===== src/rtl/uart_rx_ctrl.sv =====
// UART receive controller: enable gating, byte FIFO, sticky overrun
// and idle-timeout pulse counted in 16x oversample ticks.
module uart_rx_ctrl #(
    parameter int DEPTH        = 8,
    parameter int TIMEOUT_BITS = 4,
    parameter int CW           = $clog2(DEPTH) + 1
) (
    input  logic          clk,
    input  logic          rst,
    input  logic          en,
    input  logic          b_tick,
    input  logic          rx_done,
    input  logic [7:0]    rx_data,
    input  logic          pop,
    output logic [7:0]    pop_data,
    output logic          empty,
    output logic          full,
    output logic [CW-1:0] count,
    output logic          overrun,
    input  logic          clr_overrun,
    output logic          timeout
);

    localparam int AW = $clog2(DEPTH);
    localparam int TW = $clog2(TIMEOUT_BITS * 16);
    localparam logic [TW-1:0] THR = TW'(TIMEOUT_BITS * 16 - 1);

    typedef enum logic [1:0] {IDLE, ARMED, FIRED} state_t;

    logic [7:0]    mem [DEPTH];
    logic [AW-1:0] wr_ptr, rd_ptr;
    logic [CW-1:0] cnt_nxt;
    logic [TW-1:0] timer, timer_nxt;
    state_t        state, state_nxt;
    logic          push_ok, pop_ok, ovr_set, to_nxt;

    assign empty    = (count == '0);
    assign full     = (count == CW'(DEPTH));
    assign pop_data = mem[rd_ptr];

    // A pop on a full FIFO frees the slot for a same-cycle push
    assign push_ok = en & rx_done & (~full | pop);
    assign pop_ok  = pop & ~empty;
    assign ovr_set = en & rx_done & full & ~pop;
    assign cnt_nxt = count + CW'(push_ok) - CW'(pop_ok);

    always_comb begin
        state_nxt = state;
        timer_nxt = timer;
        to_nxt    = 1'b0;
        if (!en) begin
            state_nxt = IDLE;
            timer_nxt = '0;
        end else begin
            unique case (state)
                IDLE: begin
                    timer_nxt = '0;
                    if (push_ok) state_nxt = ARMED;
                end
                ARMED: begin
                    if (push_ok) begin
                        timer_nxt = '0;
                    end else if (cnt_nxt == '0) begin
                        state_nxt = IDLE;
                        timer_nxt = '0;
                    end else if (b_tick) begin
                        if (timer == THR && !empty) begin
                            to_nxt    = 1'b1;
                            timer_nxt = '0;
                            state_nxt = FIRED;
                        end else begin
                            timer_nxt = timer + 1'b1;
                        end
                    end
                end
                FIRED: begin
                    timer_nxt = '0;
                    if (push_ok) state_nxt = ARMED;
                    else if (cnt_nxt == '0) state_nxt = IDLE;
                end
                default: begin
                    state_nxt = IDLE;
                    timer_nxt = '0;
                end
            endcase
        end
    end

    always_ff @(posedge clk) begin
        if (rst) begin
            wr_ptr  <= '0;
            rd_ptr  <= '0;
            count   <= '0;
            overrun <= 1'b0;
            timeout <= 1'b0;
            timer   <= '0;
            state   <= IDLE;
            for (int i = 0; i < DEPTH; i++) mem[i] <= '0;
        end else begin
            if (push_ok) begin
                mem[wr_ptr] <= rx_data;
                wr_ptr      <= wr_ptr + 1'b1;
            end
            if (pop_ok) rd_ptr <= rd_ptr + 1'b1;
            count   <= cnt_nxt;
            // A fresh overrun beats a simultaneous clear
            overrun <= ovr_set | (overrun & ~clr_overrun);
            timeout <= to_nxt;
            timer   <= timer_nxt;
            state   <= state_nxt;
        end
    end

endmodule

===== config.mk =====
export PLATFORM = sky130hd
export DESIGN_NAME = uart_rx_ctrl
export DESIGN_NICKNAME = d
export VERILOG_FILES = /design/src/rtl/uart_rx_ctrl.sv
export SDC_FILE = /design/constraint.sdc
export NUM_CORES = 1
export LEC_CHECK = 0
export CORE_ASPECT_RATIO = 0.9
export CORE_UTILIZATION = 25
export DETAILED_ROUTE_END_ITERATION = 16
export SETUP_SLACK_MARGIN = 0.3
export SYNTH_ARGS = -nofsm -noshare
export SYNTH_HDL_FRONTEND = slang
export SYNTH_SLANG_ARGS = --single-unit

===== constraint.sdc =====
create_clock -name clk -period 3.15 [get_ports clk]
set_input_delay 0.315 -clock clk [delete_from_list [all_inputs] [get_ports clk]]
set_output_delay 0.315 -clock clk [all_outputs]
set_load 0.1 [all_outputs]

Word level (Yosys, flattened, before mapping)
Memories as Yosys holds them, arrays and structs flattened. A register that Yosys moved wholly into a read port is not among the register bits.
Cells that the tools add are included.
W data, S select, Z words.
Operators by class
  bitwise gates (word level): 15
  add/sub/neg operators: 5
  equality and inequality tests: 9
  reduce and logical (&&, ||, !) cells: 10
  mux-type cells: 20
Operators with widths (count)
  $mux W2: 7
  $mux W3: 3
  $ne A3 B3 Y1 const B: 3
  $logic_not A4 Y1: 2
  $mux W8: 1
  $reduce_or A8 Y1: 1
  $mux W1: 7
  $not A1 Y1: 7
  $add A3 B1 Y3 const B: 2
  $add A6 B1 Y6 const B: 1
  $and A1 B1 Y1: 6
  $eq A6 B6 Y1 const B: 1
  $mux W6: 1
  $pmux W2 S3: 1
  $reduce_or A6 Y1: 1
  $reduce_and A5 Y1: 1
  $reduce_or A5 Y1: 1
  $add A4 B1 Y4: 1
  $eq A4 B4 Y1 const B: 1
  $ne A2 B2 Y1 const B: 2
  $sub A4 B1 Y4: 1
  $eq A2 B1 Y1 const B: 1
  $eq A2 B2 Y1 const B: 1
  $logic_not A2 Y1: 1
  other kinds (4): 5
Word-level totals
  memories: 1
  register bits after elaboration: 20
  bits of input ports: 15
  RAM bits: 64
  output and inout bits: 16
Memory list
  mem: depth 8, width 8, read ports 1, clocked after memory_dff 1, wr ports 8, RTL line 30  | logic [7:0] mem [DEPTH];

Logic depth before layout (Yosys ltp)
  depth after elaboration: 10
  depth in mapped cells: 16

Worst setup path after synthesis
Ideal clock, no wire load.
  path type: reg-to-reg
  from: reg count[3]
  to: reg state[0]
  data required time: 3.006 ns
  data arrival time: 3.921 ns
  stages on the path, launching flop included: 16
  slack: -0.915 ns
  period minus slack after synthesis: 4.065 ns
  setup time: 0.144 ns
  path through: dfxtp_1 ha_1 or4b_1 and3_1 buf_6 inv_4 buf_12 ha_1 inv_1 ha_1 inv_1 fa_1 nor3b_1 nand2_1 mux2i_1 o21ai_0
Between the ends
  cells in the longest elaborated chain, start to end: 10
  elaborated cells between the ends (all ways): 22
Ends and longest elaborated chain
  start, declared: RTL line 18  | output logic [CW-1:0] count,
  start signal, assigned: RTL line 105  | count <= cnt_nxt;
  $eq A4 B4 Y1: RTL line 38  | assign full = (count == CW'(DEPTH));
  $not A1 Y1: RTL line 42  | assign push_ok = en & rx_done & (~full | pop);
  $or A1 B1 Y1: RTL line 42
  $and A1 B1 Y1: RTL line 42
  $add A4 B1 Y4: RTL line 45  | assign cnt_nxt = count + CW'(push_ok) - CW'(pop_ok);
  $sub A4 B1 Y4: RTL line 45
  $logic_not A4 Y1: RTL line 63, 79
  $mux W2: RTL line 63  | end else if (cnt_nxt == '0) begin
  $mux W2: RTL line 61  | if (push_ok) begin
  $pmux W2 S3: RTL line 55  | unique case (state)
  end signal, assigned: RTL line 110  | state <= state_nxt;
  end, declared: RTL line 34  | state_t state, state_nxt;
Parallel ways exist; a longest one is shown, timed or not. The select of a mux whose other input is x is not followed.
A chain may end at the register's enable or synchronous reset.

Final worst setup path
  from: reg count[2]
  to: reg timeout
Between the ends
  cells in the longest elaborated chain, start to end: 8
  elaborated cells between the ends (all ways): 14
Ends and longest elaborated chain
  $eq A4 B4 Y1: RTL line 38
  $not A1 Y1: RTL line 42
  $or A1 B1 Y1: RTL line 42
  $and A1 B1 Y1: RTL line 42
  $add A4 B1 Y4: RTL line 45
  $sub A4 B1 Y4: RTL line 45
  $logic_not A4 Y1: RTL line 63
  $reduce_or A6 Y1 (no source line)
  end signal, assigned: RTL line 108  | timeout <= to_nxt;
  end, declared: RTL line 21  | output logic timeout
Parallel ways exist; a longest one is shown, timed or not.

==> impl_metrics.py <==
metrics = {
    "placed_design": {
        "port_buffers": 30,
        "dp.cells": 526,
        "place_congestion": 0.759,
        "hpwl_microns": 5720,
    },
    "detailed_routing": {
        "drtIter0Drc": 95,
        "wl_per_cell_microns": 15.5,
        "drt-met1-wl_microns": 3810,
        "vias": 2430,
        "vias_per_cell": 4.43,
        "firstDrtPassIters": 4,
        "wl_met2_microns": 4160,
        "finalWirelength_microns": 8490,
        "wl_met3_microns": 386,
        "top_layer_used": "met4",
        "drc_errors": 0,
        "antenna_left": 0,
    },
    "worst_setup_path": {
        "critPathMaxFanout": 7,
        "crit_top_cell": "ha_4",
        "cp_cell_sequence": "inv_4, ha_4, or4b_1, and3_4, inv_4, ha_4, inv_2, ha_4, inv_2, fa_2, nor3b_4, nand2_2, mux2i_4, buf_6, nor3_1",
        "cpMaxStageDelayCell": "fa_2",
        "r2r_setup_slack_ns": 0.28,
        "path_class": "flip-flop to flip-flop",
        "critPathArrivalTime_ns": 3.10,
        "r2r_start": "count[2]$_SDFF_PP0_",
        "rr_worst_depth": 15,
        "worstSetupStartpointType": "flip-flop",
        "required_ns": 3.38,
        "worstSetupEndpointType": "flip-flop",
        "max_stage_delay_ns": 0.55,
        "r2r_end": "timeout$_SDFF_PP0_",
    },
    "logic_synthesis": {
        "synth_xor_area_share_pct": 1.94,
        "synth_top_area_cell": "edfxtp_1",
        "avgSynthCellArea_sq_um": 13.7,
        "ys_ff_latch": 87,
        "synth_nets": 321,
        "syn_area_sq_mm": 0.00406,
        "synth_compound_area_share_pct": 1.51,
        "yosysSeqAreaShare_pct": 58.7,
        "yosysTopAreaCellShare_pct": 47.3,
        "yosysWarnings": 0,
        "synth_top_family_by_area": "simple AND/OR/NAND/NOR gates",
        "yosys-top-cells-area": "edfxtp_1 47%, dfxtp_1 11%, and2_1 9.9%, mux4_2 8.9%, ha_1 2.8%",
        "synthMuxAreaShare_pct": 11.8,
        "yosys.area_share.simple_pct": 20.1,
        "syn_inst": 296,
        "synthAdderAreaFrac_pct": 3.27,
        "synth.distinct_cells": 41,
    },
    "final_layout": {
        "fin_cells": 548,
        "drive_gt1_share_pct": 28.0,
        "nFillCells": 1534,
        "area_growth_pct": 24.9,
        "seq_area_sq_mm": 0.00239,
        "fin_nets": 367,
        "antenna_cells": 0,
        "multi_input_area_sq_mm": 0.00169,
    },
    "clocking": {
        "root_buffer": "clkbuf_16",
        "clkSlewWorstSetupHoldPaths_ns": 0.07,
        "htree_levels": 3,
        "numClockSinks": 87,
        "clock_latency_ns": 0.34,
        "cts.path.max_buffers": 2,
        "cts_buffers": 9,
        "cts_tree": "built",
    },
    "sta": {
        "worst_pin_slew_ns": 0.975,
        "rsz0062_at_grt": "yes",
        "fin_skew_ns": 0.0105,
        "hold_slack_ns": 0.478,
        "finalHoldViolCount": 0,
        "max_slew_margin_pct": 34.8,
        "final_max_slew_viol_count": 0,
        "min_period_ns": 2.87,
        "finalSetupViolations": 0,
        "fmax_ghz": 0.348,
        "period_share_pct": 91.2,
    },
    "floorplan": {
        "io_pins": 31,
        "num_rows": 43,
        "core-area_sq_mm": 0.0157,
        "start_util_pct": 25.9,
        "die_h_microns": 123,
        "die_w_microns": 136,
        "design.die.area_sq_mm": 0.0168,
    },
    "global_routing": {
        "grt_usage_pct": 11.3,
        "grt_max_degree": 18,
        "antenna_found_initial": 0,
        "grt_pass1_vias": 2649,
        "grt_overflow_total": 0,
        "grt_pass1_wl_microns": 13800,
    },
    "hold_path": {
        "hold_path.class": "flip-flop to flip-flop",
        "holdPathStages": 2,
        "hold_end": "overrun$_SDFF_PP0_",
        "min-delay-start": "overrun$_SDFF_PP0_",
    },
    "job": {
        "max-cap-violations": 0,
    },
    "status": {
        "status": "finished clean",
    },
    "power_and_ir_drop": {
        "peakVddDrop_v": 0.000584,
        "powerDensity_mw_per_mm2": 820,
        "total_leakage_power_nw": 1.80,
    },
}
## synthesized netlist by cell type
| cell type | instances |
|---|---|
| and3_1 | 1 |
| xor2_1 | 5 |
| nor3_1 | 8 |
| a31oi_1 | 1 |
| o21ai_0 | 2 |
| nor2b_1 | 1 |
| and2_1 | 64 |
| nand4b_1 | 2 |
| buf_12 | 1 |
| edfxtp_1 | 64 |
| nor3_2 | 4 |
| mux2i_1 | 3 |
| nand4_1 | 3 |
| xnor2_1 | 4 |
| nor3b_1 | 2 |
| dfxtp_1 | 23 |
| buf_2 | 2 |
| inv_1 | 9 |
| nand3b_1 | 1 |
| a21o_1 | 2 |
| and4_1 | 1 |
| buf_6 | 1 |
| or3b_2 | 1 |
| or4b_1 | 1 |
| inv_4 | 1 |
| nor2_1 | 10 |
| mux4_2 | 16 |
| nor4b_1 | 2 |
| fa_1 | 1 |
| a21oi_1 | 6 |
| mux2_2 | 8 |
| or2_1 | 7 |
| buf_1 | 2 |
| nand3_1 | 4 |
| nand2b_1 | 4 |
| nand2_1 | 11 |
| nand3_4 | 1 |
| ha_1 | 9 |
| or2_2 | 1 |
| clkbuf_1 | 5 |
| nor4b_2 | 2 |
## stage by stage
stage               util (%)  TNS (ns)  power (mW)  instance area (sq um)  setup WS [ns]
floorplan                  -    -0.335        2.61                   4130        -0.0831
global placement        29.8    -0.399        2.96                   4660        -0.0941
detailed placement      29.8    -0.938        2.99                   4660         -0.160
CTS                     32.1         0        4.14                   5020          0.284
global route            32.4         0        4.36                   5070          0.178
finish                  32.4         0        4.16                   5070          0.276
## worst max-delay path, delay by kind of cell (launching register included)
family	cells	cell delay [ns]
multiplexers	1	0.17
flip-flops	1	0.35
adder cells (fa/ha/maj)	4	0.97
AND/OR/NAND/NOR	5	0.91
buffers and inverters	5	0.36
## per-layer routing
layer	global-route usage [%]	vias up
li1	-	1162
met1	13.8	1212
met2	18.9	44
met3	3.53	12
met4	4.17	0
met5	0	-
## state kept, by name, indices dropped and copies added, names as in the netlist, named ones only
name / count
count: 4
mem: 64
overrun: 1
rd_ptr: 3
state: 2
timeout: 1
timer: 6
wr_ptr: 3
## timing repair
action                                  4_1_cts  5_1_grt
cloned                                        0        0
hold buffers                                  0        0
gates resized for setup                       7        8
endpoints found under the setup margin        9       33
buffers inserted                              5        2
pin swaps                                     2        1
## final cells by class
type	count	share of cell area, %
sequential	87	47.2
multi-input combinational	188	33.3
timing repair buffer	46	7.94
tap	202	4.98
clock buffer	9	4.44
clock inverter	6	1.33
inverter	10	0.839
## how the worst max path moves through the flow
stage | startpoint | endpoint | slack (ns) | cells after the start
2_1_floorplan | count[3]$_SDFF_PP0_ | state[0]$_SDFFE_PP0P_ | -0.08 | 15
3_3_place_gp | pop | state[0]$_SDFFE_PP0P_ | -0.09 | 13
3_5_place_dp | pop | state[0]$_SDFFE_PP0P_ | -0.16 | 13
4_1_cts | count[2]$_SDFF_PP0_ | timeout$_SDFF_PP0_ | 0.28 | 15
5_1_grt | count[2]$_SDFF_PP0_ | timeout$_SDFF_PP0_ | 0.18 | 15
6_report | count[2]$_SDFF_PP0_ | timeout$_SDFF_PP0_ | 0.28 | 15
## power by group
part / switching, mW / internal (mW) / leakage (nW) / total [mW]
Combinational: 1.05 / 0.652 / 0.814 / 1.70
Sequential: 0.0870 / 1.32 / 0.851 / 1.40
Clock: 0.444 / 0.613 / 0.134 / 1.06
Total: 1.58 / 2.58 / 1.80 / 4.16
## layout by cell type (no fill, tap or decap), drive strengths merged, types with 3 or more instances in the layout
cell type	count
ha	9
dfxtp	23
nor4b	4
a21oi	6
clkbuf	9
nor2	10
buf	26
mux4	16
nand2	11
and2	64
xnor2	4
nor3	12
edfxtp	64
nand4	3
mux2	8
mux2i	3
nand2b	4
inv	12
xor2	5
clkdlybuf4s50	20
or2	8
nand3	5
clkinvlp	3
## cell families (layout without fill, tap and decap cells)
logic type,count (synthesis),in the layout
AO/OA/AOI/OAI,11,11
multiplexers,27,27
AND/OR/NAND/NOR,131,131
flip-flops,87,87
adder cells (fa/ha/maj),10,10
buffers and inverters,21,71
XOR/XNOR,9,9
Power figures use the tool's default switching activity.
